File: config.mk
export PLATFORM = sky130hd
export DESIGN_NAME = mem_access_unit_flat
export DESIGN_NICKNAME = d
export VERILOG_FILES = /design/src/rtl/mem_access_unit_if.sv /design/src/rtl/mem_access_unit.sv /design/src/flat_wrapper.sv
export SDC_FILE = /design/constraint.sdc
export NUM_CORES = 1
export LEC_CHECK = 0
export BUFFER_PORTS_ARGS = -buffer_cell sky130_fd_sc_hd__buf_2
export CAP_MARGIN = 5
export CORE_ASPECT_RATIO = 1.2
export CORE_UTILIZATION = 50
export CTS_CLUSTER_DIAMETER = 40
export DETAILED_ROUTE_END_ITERATION = 6
export HOLD_SLACK_MARGIN = 0.12
export PLACE_DENSITY_LB_ADDON = 0.25
export SYNTH_ARGS = -nofsm -noshare
export SYNTH_HDL_FRONTEND = slang
export SYNTH_SLANG_ARGS = --single-unit
File: constraint.sdc
create_clock -name clk -period 8.1 [get_ports clk]
set_input_delay 0 -clock clk [delete_from_list [all_inputs] [get_ports clk]]
set_output_delay 0 -clock clk [all_outputs]
set_load 0.1 [all_outputs]
File: src/rtl/mem_access_unit_if.sv
// Beat-level memory bus of the load/store unit: one request per beat, grant,
// then in-order read data return for granted read beats.
interface mem_access_unit_if #(
    parameter int BUS_BYTES = 1
);
    logic                   mem_req_o;
    logic                   mem_wr_o;
    logic [31:0]            mem_addr_o;
    logic [8*BUS_BYTES-1:0] mem_wdata_o;
    logic [BUS_BYTES-1:0]   mem_wmask_o;
    logic                   mem_gnt_i;
    logic                   mem_rvalid_i;
    logic [8*BUS_BYTES-1:0] mem_rdata_i;

    modport master (
        output mem_req_o, mem_wr_o, mem_addr_o, mem_wdata_o, mem_wmask_o,
        input  mem_gnt_i, mem_rvalid_i, mem_rdata_i
    );

    modport slave (
        input  mem_req_o, mem_wr_o, mem_addr_o, mem_wdata_o, mem_wmask_o,
        output mem_gnt_i, mem_rvalid_i, mem_rdata_i
    );
endinterface

File: src/rtl/mem_access_unit.sv
// MEM-stage load/store engine: runs RV32I byte/half/word accesses as a sequence
// of BUS_BYTES-wide beats and stalls the pipeline until the access completes.
module mem_access_unit #(
    parameter int BUS_BYTES   = 1,
    parameter bit CHECK_ALIGN = 1'b0
) (
    input  logic              clk,
    input  logic              rst,
    input  logic              load_enable_i,
    input  logic              store_enable_i,
    input  logic [2:0]        funct3_i,
    input  logic [31:0]       addr_i,
    input  logic [31:0]       store_data_i,
    input  logic [31:0]       rd_data_i,
    input  logic [4:0]        rd_addr_i,
    input  logic              rd_write_enable_i,
    output logic              stall_req_o,
    mem_access_unit_if.master mem,
    output logic [31:0]       rd_data_o,
    output logic [4:0]        rd_addr_o,
    output logic              rd_write_enable_o,
    output logic              err_o
);
    localparam int LANE_W = 8 * BUS_BYTES;

    typedef enum logic [1:0] {IDLE, REQ, WAIT_R, DONE} state_e;

    state_e              state_q;
    logic [1:0]          beat_q;
    logic [2:0]          nbytes_q;
    logic                is_load_q;
    logic                sext_q;
    logic                after_rst_q;
    logic [31:0]         asm_q;
    logic [31:0]         wsrc_q;
    logic                req_q;
    logic                wr_q;
    logic [31:0]         addr_q;
    logic [LANE_W-1:0]   wdata_q;
    logic [BUS_BYTES-1:0] wmask_q;

    function automatic logic [BUS_BYTES-1:0] lane_mask(input logic [1:0] k, input logic [2:0] n);
        logic [BUS_BYTES-1:0] m;
        for (int j = 0; j < BUS_BYTES; j++) begin
            m[j] = (int'(k) * BUS_BYTES + j) < int'(n);
        end
        return m;
    endfunction

    function automatic logic [LANE_W-1:0] lane_data(input logic [31:0] src, input logic [BUS_BYTES-1:0] m);
        logic [LANE_W-1:0] d;
        d = '0;
        for (int j = 0; j < BUS_BYTES; j++) begin
            if (m[j]) d[8*j +: 8] = src[8*j +: 8];
        end
        return d;
    endfunction

    // Operation decode; the cycle right after reset never starts an access.
    logic       is_mem, legal, misaligned, idle_ok, start, op_err;
    logic [2:0] op_nbytes;

    always_comb begin
        is_mem = load_enable_i | store_enable_i;
        case (funct3_i[1:0])
            2'b00:   op_nbytes = 3'd1;
            2'b01:   op_nbytes = 3'd2;
            default: op_nbytes = 3'd4;
        endcase
        if (load_enable_i) legal = (funct3_i != 3'b011) && (funct3_i[2:1] != 2'b11);
        else               legal = !funct3_i[2] && (funct3_i[1:0] != 2'b11);
        misaligned = CHECK_ALIGN &&
                     (((funct3_i[1:0] == 2'b01) && addr_i[0]) ||
                      ((funct3_i[1:0] == 2'b10) && (addr_i[1:0] != 2'b00)));
        idle_ok = (state_q == IDLE) && !after_rst_q && !rst;
        start   = idle_ok && is_mem && legal && !misaligned;
        op_err  = idle_ok && is_mem && !(legal && !misaligned);
    end

    logic                 last_beat;
    logic [1:0]           beat_next;
    logic [31:0]          wsrc_next;
    logic [BUS_BYTES-1:0] mask_next;
    logic [31:0]          asm_merged;
    logic [1:0]           byte_idx;

    always_comb begin
        last_beat  = ((int'(beat_q) + 1) * BUS_BYTES) >= int'(nbytes_q);
        beat_next  = beat_q + 2'd1;
        wsrc_next  = wsrc_q >> LANE_W;
        mask_next  = lane_mask(beat_next, nbytes_q);
        asm_merged = asm_q;
        byte_idx   = 2'd0;
        for (int j = 0; j < BUS_BYTES; j++) begin
            byte_idx = 2'(int'(beat_q) * BUS_BYTES + j);
            if (wmask_q[j]) asm_merged[{byte_idx, 3'b000} +: 8] = mem.mem_rdata_i[8*j +: 8];
        end
    end

    always_ff @(posedge clk) begin
        if (rst) begin
            state_q     <= IDLE;
            beat_q      <= 2'd0;
            nbytes_q    <= 3'd0;
            is_load_q   <= 1'b0;
            sext_q      <= 1'b0;
            after_rst_q <= 1'b1;
            asm_q       <= '0;
            wsrc_q      <= '0;
            req_q       <= 1'b0;
            wr_q        <= 1'b0;
            addr_q      <= '0;
            wdata_q     <= '0;
            wmask_q     <= '0;
        end else begin
            after_rst_q <= 1'b0;
            case (state_q)
                IDLE: begin
                    if (start) begin
                        state_q   <= REQ;
                        beat_q    <= 2'd0;
                        nbytes_q  <= op_nbytes;
                        is_load_q <= load_enable_i;
                        sext_q    <= ~funct3_i[2];
                        asm_q     <= '0;
                        wsrc_q    <= store_data_i;
                        req_q     <= 1'b1;
                        wr_q      <= ~load_enable_i;
                        addr_q    <= addr_i;
                        wmask_q   <= lane_mask(2'd0, op_nbytes);
                        wdata_q   <= load_enable_i ? '0 : lane_data(store_data_i, lane_mask(2'd0, op_nbytes));
                    end
                end
                REQ: begin
                    if (mem.mem_gnt_i) begin
                        if (is_load_q) begin
                            state_q <= WAIT_R;
                            req_q   <= 1'b0;
                        end else if (last_beat) begin
                            state_q <= DONE;
                            req_q   <= 1'b0;
                            wmask_q <= '0;
                            wdata_q <= '0;
                        end else begin
                            beat_q  <= beat_next;
                            addr_q  <= addr_q + 32'(BUS_BYTES);
                            wsrc_q  <= wsrc_next;
                            wmask_q <= mask_next;
                            wdata_q <= lane_data(wsrc_next, mask_next);
                        end
                    end
                end
                WAIT_R: begin
                    // Read data is only taken here, never in the grant cycle.
                    if (mem.mem_rvalid_i) begin
                        asm_q <= asm_merged;
                        if (last_beat) begin
                            state_q <= DONE;
                            wmask_q <= '0;
                        end else begin
                            state_q <= REQ;
                            req_q   <= 1'b1;
                            beat_q  <= beat_next;
                            addr_q  <= addr_q + 32'(BUS_BYTES);
                            wmask_q <= mask_next;
                        end
                    end
                end
                DONE:    state_q <= IDLE;
                default: state_q <= IDLE;
            endcase
        end
    end

    logic [31:0] load_result;

    always_comb begin
        case (nbytes_q)
            3'd1:    load_result = sext_q ? {{24{asm_q[7]}}, asm_q[7:0]} : {24'd0, asm_q[7:0]};
            3'd2:    load_result = sext_q ? {{16{asm_q[15]}}, asm_q[15:0]} : {16'd0, asm_q[15:0]};
            default: load_result = asm_q;
        endcase
    end

    assign mem.mem_req_o   = req_q & ~rst;
    assign mem.mem_wr_o    = wr_q;
    assign mem.mem_addr_o  = addr_q;
    assign mem.mem_wdata_o = wdata_q;
    assign mem.mem_wmask_o = rst ? '0 : wmask_q;

    assign stall_req_o       = !rst && (start || (state_q == REQ) || (state_q == WAIT_R));
    assign err_o             = op_err;
    assign rd_data_o         = ((state_q == DONE) && is_load_q) ? load_result : rd_data_i;
    assign rd_addr_o         = rd_addr_i;
    assign rd_write_enable_o = rd_write_enable_i & ~op_err;
endmodule

File: src/flat_wrapper.sv
// flat-port wrapper written by rule: the top's interface ports become plain ports
module mem_access_unit_flat 
#(
    parameter int BUS_BYTES   = 1,
    parameter bit CHECK_ALIGN = 1'b0
)
  (clk, rst, load_enable_i, store_enable_i, funct3_i, addr_i, store_data_i, rd_data_i, rd_addr_i, rd_write_enable_i, stall_req_o, rd_data_o, rd_addr_o, rd_write_enable_o, err_o, mem_mem_req_o, mem_mem_wr_o, mem_mem_addr_o, mem_mem_wdata_o, mem_mem_wmask_o, mem_mem_gnt_i, mem_mem_rvalid_i, mem_mem_rdata_i);
  mem_access_unit_if #(.BUS_BYTES(BUS_BYTES)) mem_i ();
  input  logic clk;
  input  logic rst;
  input  logic load_enable_i;
  input  logic store_enable_i;
  input  logic [2:0] funct3_i;
  input  logic [31:0] addr_i;
  input  logic [31:0] store_data_i;
  input  logic [31:0] rd_data_i;
  input  logic [4:0] rd_addr_i;
  input  logic rd_write_enable_i;
  output logic stall_req_o;
  output logic [31:0] rd_data_o;
  output logic [4:0] rd_addr_o;
  output logic rd_write_enable_o;
  output logic err_o;
  output wire logic [$bits(mem_i.mem_req_o)-1:0] mem_mem_req_o;
  output wire logic [$bits(mem_i.mem_wr_o)-1:0] mem_mem_wr_o;
  output wire logic [$bits(mem_i.mem_addr_o)-1:0] mem_mem_addr_o;
  output wire logic [$bits(mem_i.mem_wdata_o)-1:0] mem_mem_wdata_o;
  output wire logic [$bits(mem_i.mem_wmask_o)-1:0] mem_mem_wmask_o;
  input wire logic [$bits(mem_i.mem_gnt_i)-1:0] mem_mem_gnt_i;
  input wire logic [$bits(mem_i.mem_rvalid_i)-1:0] mem_mem_rvalid_i;
  input wire logic [$bits(mem_i.mem_rdata_i)-1:0] mem_mem_rdata_i;
  assign mem_mem_req_o = mem_i.mem_req_o;
  assign mem_mem_wr_o = mem_i.mem_wr_o;
  assign mem_mem_addr_o = mem_i.mem_addr_o;
  assign mem_mem_wdata_o = mem_i.mem_wdata_o;
  assign mem_mem_wmask_o = mem_i.mem_wmask_o;
  assign mem_i.mem_gnt_i = mem_mem_gnt_i;
  assign mem_i.mem_rvalid_i = mem_mem_rvalid_i;
  assign mem_i.mem_rdata_i = mem_mem_rdata_i;
  mem_access_unit #(.BUS_BYTES(BUS_BYTES), .CHECK_ALIGN(CHECK_ALIGN)) u_core (.clk(clk), .rst(rst), .load_enable_i(load_enable_i), .store_enable_i(store_enable_i), .funct3_i(funct3_i), .addr_i(addr_i), .store_data_i(store_data_i), .rd_data_i(rd_data_i), .rd_addr_i(rd_addr_i), .rd_write_enable_i(rd_write_enable_i), .stall_req_o(stall_req_o), .mem(mem_i), .rd_data_o(rd_data_o), .rd_addr_o(rd_addr_o), .rd_write_enable_o(rd_write_enable_o), .err_o(err_o));
endmodule
==> impl_metrics.json <==
{
  "status": "complete, no violations",
  "yosys-top-cells-count": "dfxtp_1 (109), a21oi_1 (88), nand2_1 (88)",
  "cap_viol_max_count": 0,
  "antenna_cells_inserted": 0,
  "num-fill-cells": 970,
  "grt_pass1_vias": 5829,
  "drt-vias-per-instance": 5.54,
  "detail_route_met3_wl_um": 840,
  "register_area_um2": 2180,
  "post_synth_inst_count": 773,
  "cts_repair_resize_count": 0,
  "highest-signal-layer": "met4",
  "cts-root-to-sink-buffers": 2,
  "area_of_the_multi_input_gates_um2": 3410,
  "root_buffer": "clkbuf_16",
  "timing.fmax_mhz": 286,
  "clock_sinks": 109,
  "path_clk_slew_ns": 0.07,
  "1st_pass_router_iterations": 6,
  "synth_enable_flop_cells": 0,
  "met2_wirelength_um": 8300,
  "globalplace.congestion": 0.822,
  "power_per_cell_area_nw_per_um2": 338,
  "minimum_clock_period_after_layout_ns": 3.49,
  "global_route_wire_length_before_repair_um": 26900,
  "cts_inserted_buffers": 9,
  "drt_initial_violations": 287,
  "dieWidth_um": 101,
  "postCtsSetupBuffers": 0,
  "rsz_0062_raised_after_global_routing": "false",
  "layout-drive-gt1-share": 0.227,
  "fp.dieH_um": 121,
  "synth.distinct_cells": 59,
  "fin_area_um2": 8000,
  "ys_seq_area_frac": 0.368,
  "cp_data_arrival_time_ns": 3.73,
  "vdd_ir_drop_max_mv": 0.262,
  "synth_area_leader_cell": "dfxtp_1",
  "areaGrowthSynthToFinish_pct": 35.1,
  "grt_start_max_net_pins": 65,
  "finalNetCount": 1138,
  "wl_met1_um": 7560,
  "cp-start-kind": "register",
  "worst_skew_pair.late_latency_ns": 0.36,
  "die-area_um2": 12300,
  "setup.worst_path.class": "reg2reg",
  "worst_setup_path_end_kind": "register",
  "ys_ff_latch": 109,
  "dr_total_vias": 6466,
  "initial_cell_density_of_the_core": 0.512,
  "synth_top_cell_area_share": 0.368,
  "hold_class": "in2reg",
  "final_min_period_over_clock_period": 0.431,
  "antenna_violations_before_repair": 0,
  "synth_warnings": 0,
  "postPlaceCellArea_um2": 6870,
  "fin_worst_skew_ns": 0.00921,
  "static-leakage-power_uw": 0.00324,
  "syn-mean-instance-area_um2": 7.66,
  "ant_nets": 0,
  "post-dp-hpwl_um": 11100,
  "synth_ff_type": "dfxtp_1",
  "htree_levels": 3,
  "async_reset_ff_frac": 0,
  "drc": 0,
  "setup-tns-final_ns": 0,
  "cts_hold_buf": 84,
  "setup_viol": 0,
  "placement_rows": 43,
  "total_wire_length_um": 17100,
  "max_slew_margin": 0.277,
  "core-area_um2": 11600,
  "mappedNetlistArea_um2": 5920,
  "grt_use_total": 0.276,
  "cts_tree": "done",
  "report.final.hold_viol_count": 0,
  "overflow": 0,
  "netlist_top_cells_area": "dfxtp_1 (37%), a21oi_1 (7.4%), nand2_1 (5.6%)",
  "synth_fp_nets": 905,
  "placement.io_buffers": 191,
  "yosys.cell_count.top_type": "dfxtp_1",
  "timing_worst_slew_pin_value_ns": 1.08,
  "cp.required_ns": 8.34,
  "io-pin-count": 202,
  "slew_violations": 0,
  "wl_per_cell_um": 14.7,
  "path_max_fanout": 33
}
==> worst paths after layout <==
path / start / end / slack (ns) / depth (start not counted)
worst min register to register: u_core.asm_q[24] / u_core.asm_q[24] / 0.46 / 2
worst max register to register: u_core.state_q[0] / u_core.wsrc_q[24] / 4.61 / 8
worst max-delay path: u_core.state_q[0] / u_core.wsrc_q[24] / 4.61 / 8
worst min-delay path: mem_mem_gnt_i / u_core.state_q[0] / 0.14 / 4
==> layout by cell type (no fill, tap or decap), types with 20 or more instances in the layout <==
cell	count
nor2_1	57
nand2_1	88
a211oi_1	24
inv_1	20
buf_2	190
dlygate4sd3_1	84
dfxtp_1	109
o21ai_0	66
a21oi_1	88
nand3_1	47
nor2b_1	27
==> cell families after synthesis <==
| family | count (synthesis) | share of synthesized area |
|---|---|---|
| adders and majority gates | 13 | 0.0275 |
| muxes | 26 | 0.0456 |
| buffers and inverters | 81 | 0.0564 |
| DFF | 109 | 0.368 |
| and+or+nand+nor | 290 | 0.239 |
| xor gates and xnor gates | 2 | 0.00296 |
| AOI/OAI and AO/OA | 252 | 0.261 |
==> registers in the layout, indices dropped and copies added (netlist names) <==
register                cells
u_core.after_rst_q          1
u_core.state_q              2
u_core.sext_q               1
u_core.is_load_q            1
u_core.mem.mem_wr_o         1
u_core.nbytes_q             3
u_core.beat_q               2
u_core.req_q                1
u_core.mem.mem_addr_o      32
u_core.mem.mem_wdata_o      8
u_core.wsrc_q              24
u_core.wmask_q              1
u_core.asm_q               32
==> report_power, final <==
group          switching (uW)  internal (uW)
sequential                111            659
combinational            1140            359
clock                     218            217
total                    1470           1230
==> stage by stage <==
stage	total power, uW	cells	hold slack [ns]	utilization	setup slack [ns]
2_1_floorplan	1990	773	0.0277	-	4.46
3_3_place_gp	2210	1068	0.000681	0.594	4.72
3_5_place_dp	2220	1068	0.000681	0.594	4.64
4_1_cts	2700	1168	0.135	0.692	4.61
5_1_grt	2850	1168	0.135	0.692	4.31
6_report	2710	1168	0.139	0.692	4.61
==> worst max-delay path, stage by stage (launching register included) <==
cell and delay, ns:
dfxtp_1 0.37, inv_1 0.10, ha_1 0.26, inv_2 0.08, or4_4 0.57, o21ai_2 0.48, o211a_1 0.85, nor2_1 0.32
a22o_1 0.33
==> per-layer routing <==
| layer | global-route usage | vias up |
|---|---|---|
| li1 | - | 3265 |
| met1 | 0.336 | 2913 |
| met3 | 0.0501 | 37 |
| met2 | 0.481 | 251 |
| met4 | 0.101 | 0 |
| met5 | 0 | - |
==> final cells by class <==
type | instances | share of cell area
Clock inverter | 7 | 0.00797
Clock buffer | 9 | 0.0281
Inverter | 22 | 0.0103
Tap cell | 157 | 0.0245
Sequential cell | 109 | 0.273
Multi-Input combinational cell | 583 | 0.426
Timing Repair Buffer | 281 | 0.230
No activity file was read; power rests on OpenSTA's default activity.
